File: src/rtl/gate_truth_checker_sat_cnt.sv
// Width-parameterised up-counter that sticks at all-ones; synchronous clear wins over increment.
module gate_chk_sat_cnt #(
    parameter int WIDTH = 8
) (
    input  logic             clk,
    input  logic             rst_n,
    input  logic             clr_i,
    input  logic             inc_i,
    output logic [WIDTH-1:0] cnt_o
);

    logic [WIDTH-1:0] cnt_q, cnt_d;

    always_comb begin
        cnt_d = cnt_q;
        if (clr_i) begin
            cnt_d = '0;
        end else if (inc_i && (cnt_q != '1)) begin
            cnt_d = cnt_q + 1'b1;
        end
    end

    always_ff @(posedge clk or negedge rst_n) begin
        if (!rst_n) begin
            cnt_q <= '0;
        end else begin
            cnt_q <= cnt_d;
        end
    end

    assign cnt_o = cnt_q;

endmodule

File: config.mk
export PLATFORM = sky130hd
export DESIGN_NAME = gate_chk_sat_cnt
export DESIGN_NICKNAME = d
export VERILOG_FILES = /design/src/rtl/gate_truth_checker_sat_cnt.sv
export SDC_FILE = /design/constraint.sdc
export NUM_CORES = 1
export LEC_CHECK = 0
export CORE_MARGIN = 4
export CORE_UTILIZATION = 30
export CTS_CLUSTER_SIZE = 24
export DETAILED_ROUTE_END_ITERATION = 6
export PLACE_DENSITY_LB_ADDON = 0.3
export SLEW_MARGIN = 5
export SYNTH_ARGS = -nofsm -noshare
export SYNTH_HDL_FRONTEND = slang
export SYNTH_SLANG_ARGS = --single-unit
File: constraint.sdc
create_clock -name clk -period 4.9 [get_ports clk]
set_input_delay 0.49 -clock clk [delete_from_list [all_inputs] [get_ports clk]]
set_output_delay 0.49 -clock clk [all_outputs]
set_load 0.01 [all_outputs]
**Word-level counts from Yosys, hierarchy flattened**

Cells that the tools add are included.

- Add/subtract/negate cells: 1
- Equal/unequal tests: 1
- Mux-type cells: 2
- Reduce and logical (&&, ||, !) cells: 2

Operators by type and width:

| cell | count |
|---|---|
| 8-bit 2-to-1 mux | 2 |
| 8-bit by 1-bit adder with 8-bit output (second input constant) | 1 |
| 8-bit != test (second input constant) | 1 |
| 2-bit nonzero test | 1 |
| 1-bit logical AND | 1 |

- Register bits: 8
- Input port bits: 4
- Output and inout bits: 8
- Logic and storage cells: 7

**Longest topological paths before layout**

- Word-level depth: 4
- Mapped depth: 4
- Gate-level depth less buffers: 4

**Least setup slack after synthesis**

No wires, ideal clock.

- Path kind: reg-to-reg
- Start: register cnt_q[0] (netlist: cnt_o[0])
- End: register cnt_q[0] (netlist: cnt_o[0])
- Library setup time: 0.125 ns
- Arrival time: 1.509 ns
- Required time: 4.775 ns
- Path slack: 3.266 ns
- Cell stages (with the launch flop): 5
- Buffers on the path: 0
- Period minus slack after synthesis: 1.634 ns
- Cell sequence: dfrtp_1 ha_1 and4_2 a21boi_1 mux2_2

- Cells in the longest elaborated chain, start to end: 3
- Elaborated cells on any way between the ends: 6
- Those cells by class: 1 x add/sub; 1 x eq/ne; 2 x mux; 2 x reduce/logical

Ends and longest elaborated chain:

| element | RTL line | text |
|---|---|---|
| start: declaration | 12 | `logic [WIDTH-1:0] cnt_q, cnt_d;` |
| start signal: assignment | 27 | `cnt_q <= cnt_d;` |
| 8-bit by 1-bit adder with 8-bit output / 8-bit != test (equally long branches) | 19, 18 |  |
| 8-bit 2-to-1 mux / 1-bit logical AND (equally long branches) | 18 | `end else if (inc_i && (cnt_q != '1)) begin` |
| 8-bit 2-to-1 mux / 2-bit nonzero test (equally long branches) | n/a |  |

Parallel ways exist; a longest one is shown, timed or not. The select of a mux whose other input is x is not followed.
A chain may end at the register's enable or synchronous reset.

**Worst setup path after layout**

- Start: register cnt_q[2] (netlist: cnt_o[2])
- End: output cnt_o[2]

RTL lines:

| element | RTL line | text |
|---|---|---|
| end: declaration | 9 | `output logic [WIDTH-1:0] cnt_o` |

No word-level cell between the ends.

==> out/metrics.yaml <==
largest_reg_flops: 8
irDropWorstVdd_v: 0.000117
post-route-period-util_pct: 36.6
grt_pass1_wl_um: 1790
powerDensity_mw_per_mm2: 224
initial_core_util_pct: 33.6
cts_tree: "yes"
yosysSeqAreaShare_pct: 43.1
top_usage_layer: "met2"
grt_max_degree: 12
postCtsHoldBufs: 0
global_route.usage.met1_pct: 15.9
skew_ns: 0.00162
diodes: 0
rsz0062_at_grt: "false"
die_height_um: 47.3
dp_hpwl_um: 726
hold_viol_final: 0
min_period_ns: 1.79
first_pass_iters: 4
syn_area_per_cell_um2: 9.47
drcViolationCount: 0
seqPwrFrac_pct: 51.7
fmax_mhz: 558
die-width_um: 47.3
routed_via_density: 5.26
die_area_mm2: 0.00224
grtUsageMet2_pct: 16.0
cp.required_ns: 4.41
yosysTopAreaCellShare_pct: 43.1
status: "completed"
arrival_ns: 1.30
synth.net_count: 54
drt_wl_total_um: 1040
internal_power_uw: 104
mostFrequentLayoutCells: "clkdlybuf4s50_1 (11), dfrtp_1 (8), nor3_1 (4)"
drive_gt1_share_pct: 11.5
comb_power_share_pct: 11.1
cts_buffers: 3
cts_resized: 0
p_leak_nw: 0.238
num_rows: 13
worst_slew_pin_slew_ns: 0.355
num_vias: 400
crit_path_end_kind: "output port"
finalSetupTns_ns: 0
io-pin-count: 12
core-area_mm2: 0.00138
cts_setup_buffers: 0
drv_slew: 0
final_common_cell: "clkdlybuf4s50_1"
path_class: "register to output port"
netlist_instances: 49
crit_path_cell_trace: "clkdlybuf4s50_1"
clock_latency_ns: 0.25
min_path_type: "primary input to asynchronous set/reset pin"
drt_first_iter_violations: 15
root_buffer: "clkbuf_4"
wl_per_cell_um: 13.7
sw_frac_of_total_pct: 23.7
post-route-util_pct: 43.9
synth_area_um2: 464
critPathTopFamily: "buffers and inverters"
synth_area_leaders: "dfrtp_1 (43%), mux2_2 (4.9%), nor3_1 (4.3%), nand2b_1 (4.0%), nor2b_1 (4.0%)"
cp_slowest_cell: "clkdlybuf4s50_1"
yosysTopAreaCell: "dfrtp_1"
routabilityCongestion: 0.760
slew_headroom_pct: 75.7
ys_ff_latch: 8
cts_sinks: 8
max_cap_violations: 0
clockBufferDepth: 2
cp-start-kind: "register"
first_global_vias: 393
p_sw_uw: 32.2
grt.total_usage_pct: 11.6
clkPwrFrac_pct: 37.3
path_buf_inv: 1
cp_max_fo: 7
antenna_left: 0
path_clk_slew_ns: 0.05
gr-usage-met3_pct: 5.75
synth_cell_type_count: 28
grt_overflow: 0
fin_nets: 68
area_delta_synth_final_pct: 30.7
antenna_found_initial: 0
setup_viol: 0
synth_warnings: 0
portBuffers: 11
slowest_delay_ns: 0.58
htree_levels: 1
power groups by stage:
stage               clock network, mW  registers (mW)  logic, mW
floorplan                           0          0.0716    0.00673
global placement                    0          0.0714     0.0152
detailed placement                  0          0.0713     0.0154
finish                         0.0507          0.0702     0.0151
global route                   0.0574          0.0705     0.0167
CTS                            0.0542          0.0702     0.0155
cells by family (layout without fill, tap and decap cells):
logic type,after synthesis,after routing,share of synthesized area (%)
AOI/OAI and AO/OA,9,9,12.7
adders and majority gates,1,1,2.69
buffers and inverters,4,16,3.50
DFF,8,8,43.1
muxes,3,3,7.01
and+or+nand+nor,24,24,31.0
per-layer routing:
metal | vias to the layer above | share of wire [%]
met4 | 0 | 0.87
li1 | 206 | -
met3 | 2 | 7.3
met5 | - | 0
met2 | 12 | 40
met1 | 180 | 51
final timing paths:
path	start	endpoint	slack, ns	depth (start not counted)
setup / recovery	cnt_o[2]	cnt_o[2]	3.11	1
hold / removal	rst_n	cnt_o[0]	0.52	1
setup reg to reg	cnt_o[0]	cnt_o[0]	3.18	4
hold reg to reg	cnt_o[7]	cnt_o[7]	0.58	2
max in group asynchronous	rst_n	cnt_o[4]	4.11	1
min in group clk	cnt_o[7]	cnt_o[7]	0.58	2
synthesized netlist by cell type, drive strengths merged:
master,n
mux2,2
nor3b,1
nor2,2
o21ai,1
a21oi,3
nand4,1
inv,2
a211oi,1
nor3,4
a21boi,1
nor2b,3
nand2b,3
ha,1
dfrtp,8
a31oi,1
clkbuf,1
a2111oi,1
buf,1
or3,1
and3,1
and4,2
nor4,1
a41oi,1
nand2,2
nand3,3
mux2i,1
through the flow:
| step | total power, mW | hold slack [ns] | instances | setup slack, ns | area (um^2) |
|---|---|---|---|---|---|
| finish | 0.136 | 0.521 | 76 | 3.11 | 607 |
| global route | 0.145 | 0.548 | 76 | 3.04 | 607 |
| CTS | 0.140 | 0.535 | 76 | 3.11 | 607 |
| detailed placement | 0.0867 | 0.577 | 73 | 2.97 | 584 |
| global placement | 0.0866 | 0.573 | 73 | 3.00 | 584 |
| floorplan | 0.0783 | 0.194 | 49 | 3.27 | 464 |
area by class of cell:
| cell class | count | area [um^2] |
|---|---|---|
| flip-flops and latches | 8 | 200 |
| multi-input cells | 37 | 248 |
| clock buffers | 3 | 22.5 |
| inverters | 2 | 7.51 |
| well taps | 15 | 18.8 |
| fillers | 132 | 776 |
| repair buffers | 11 | 110 |
Power figures use the tool's default switching activity.
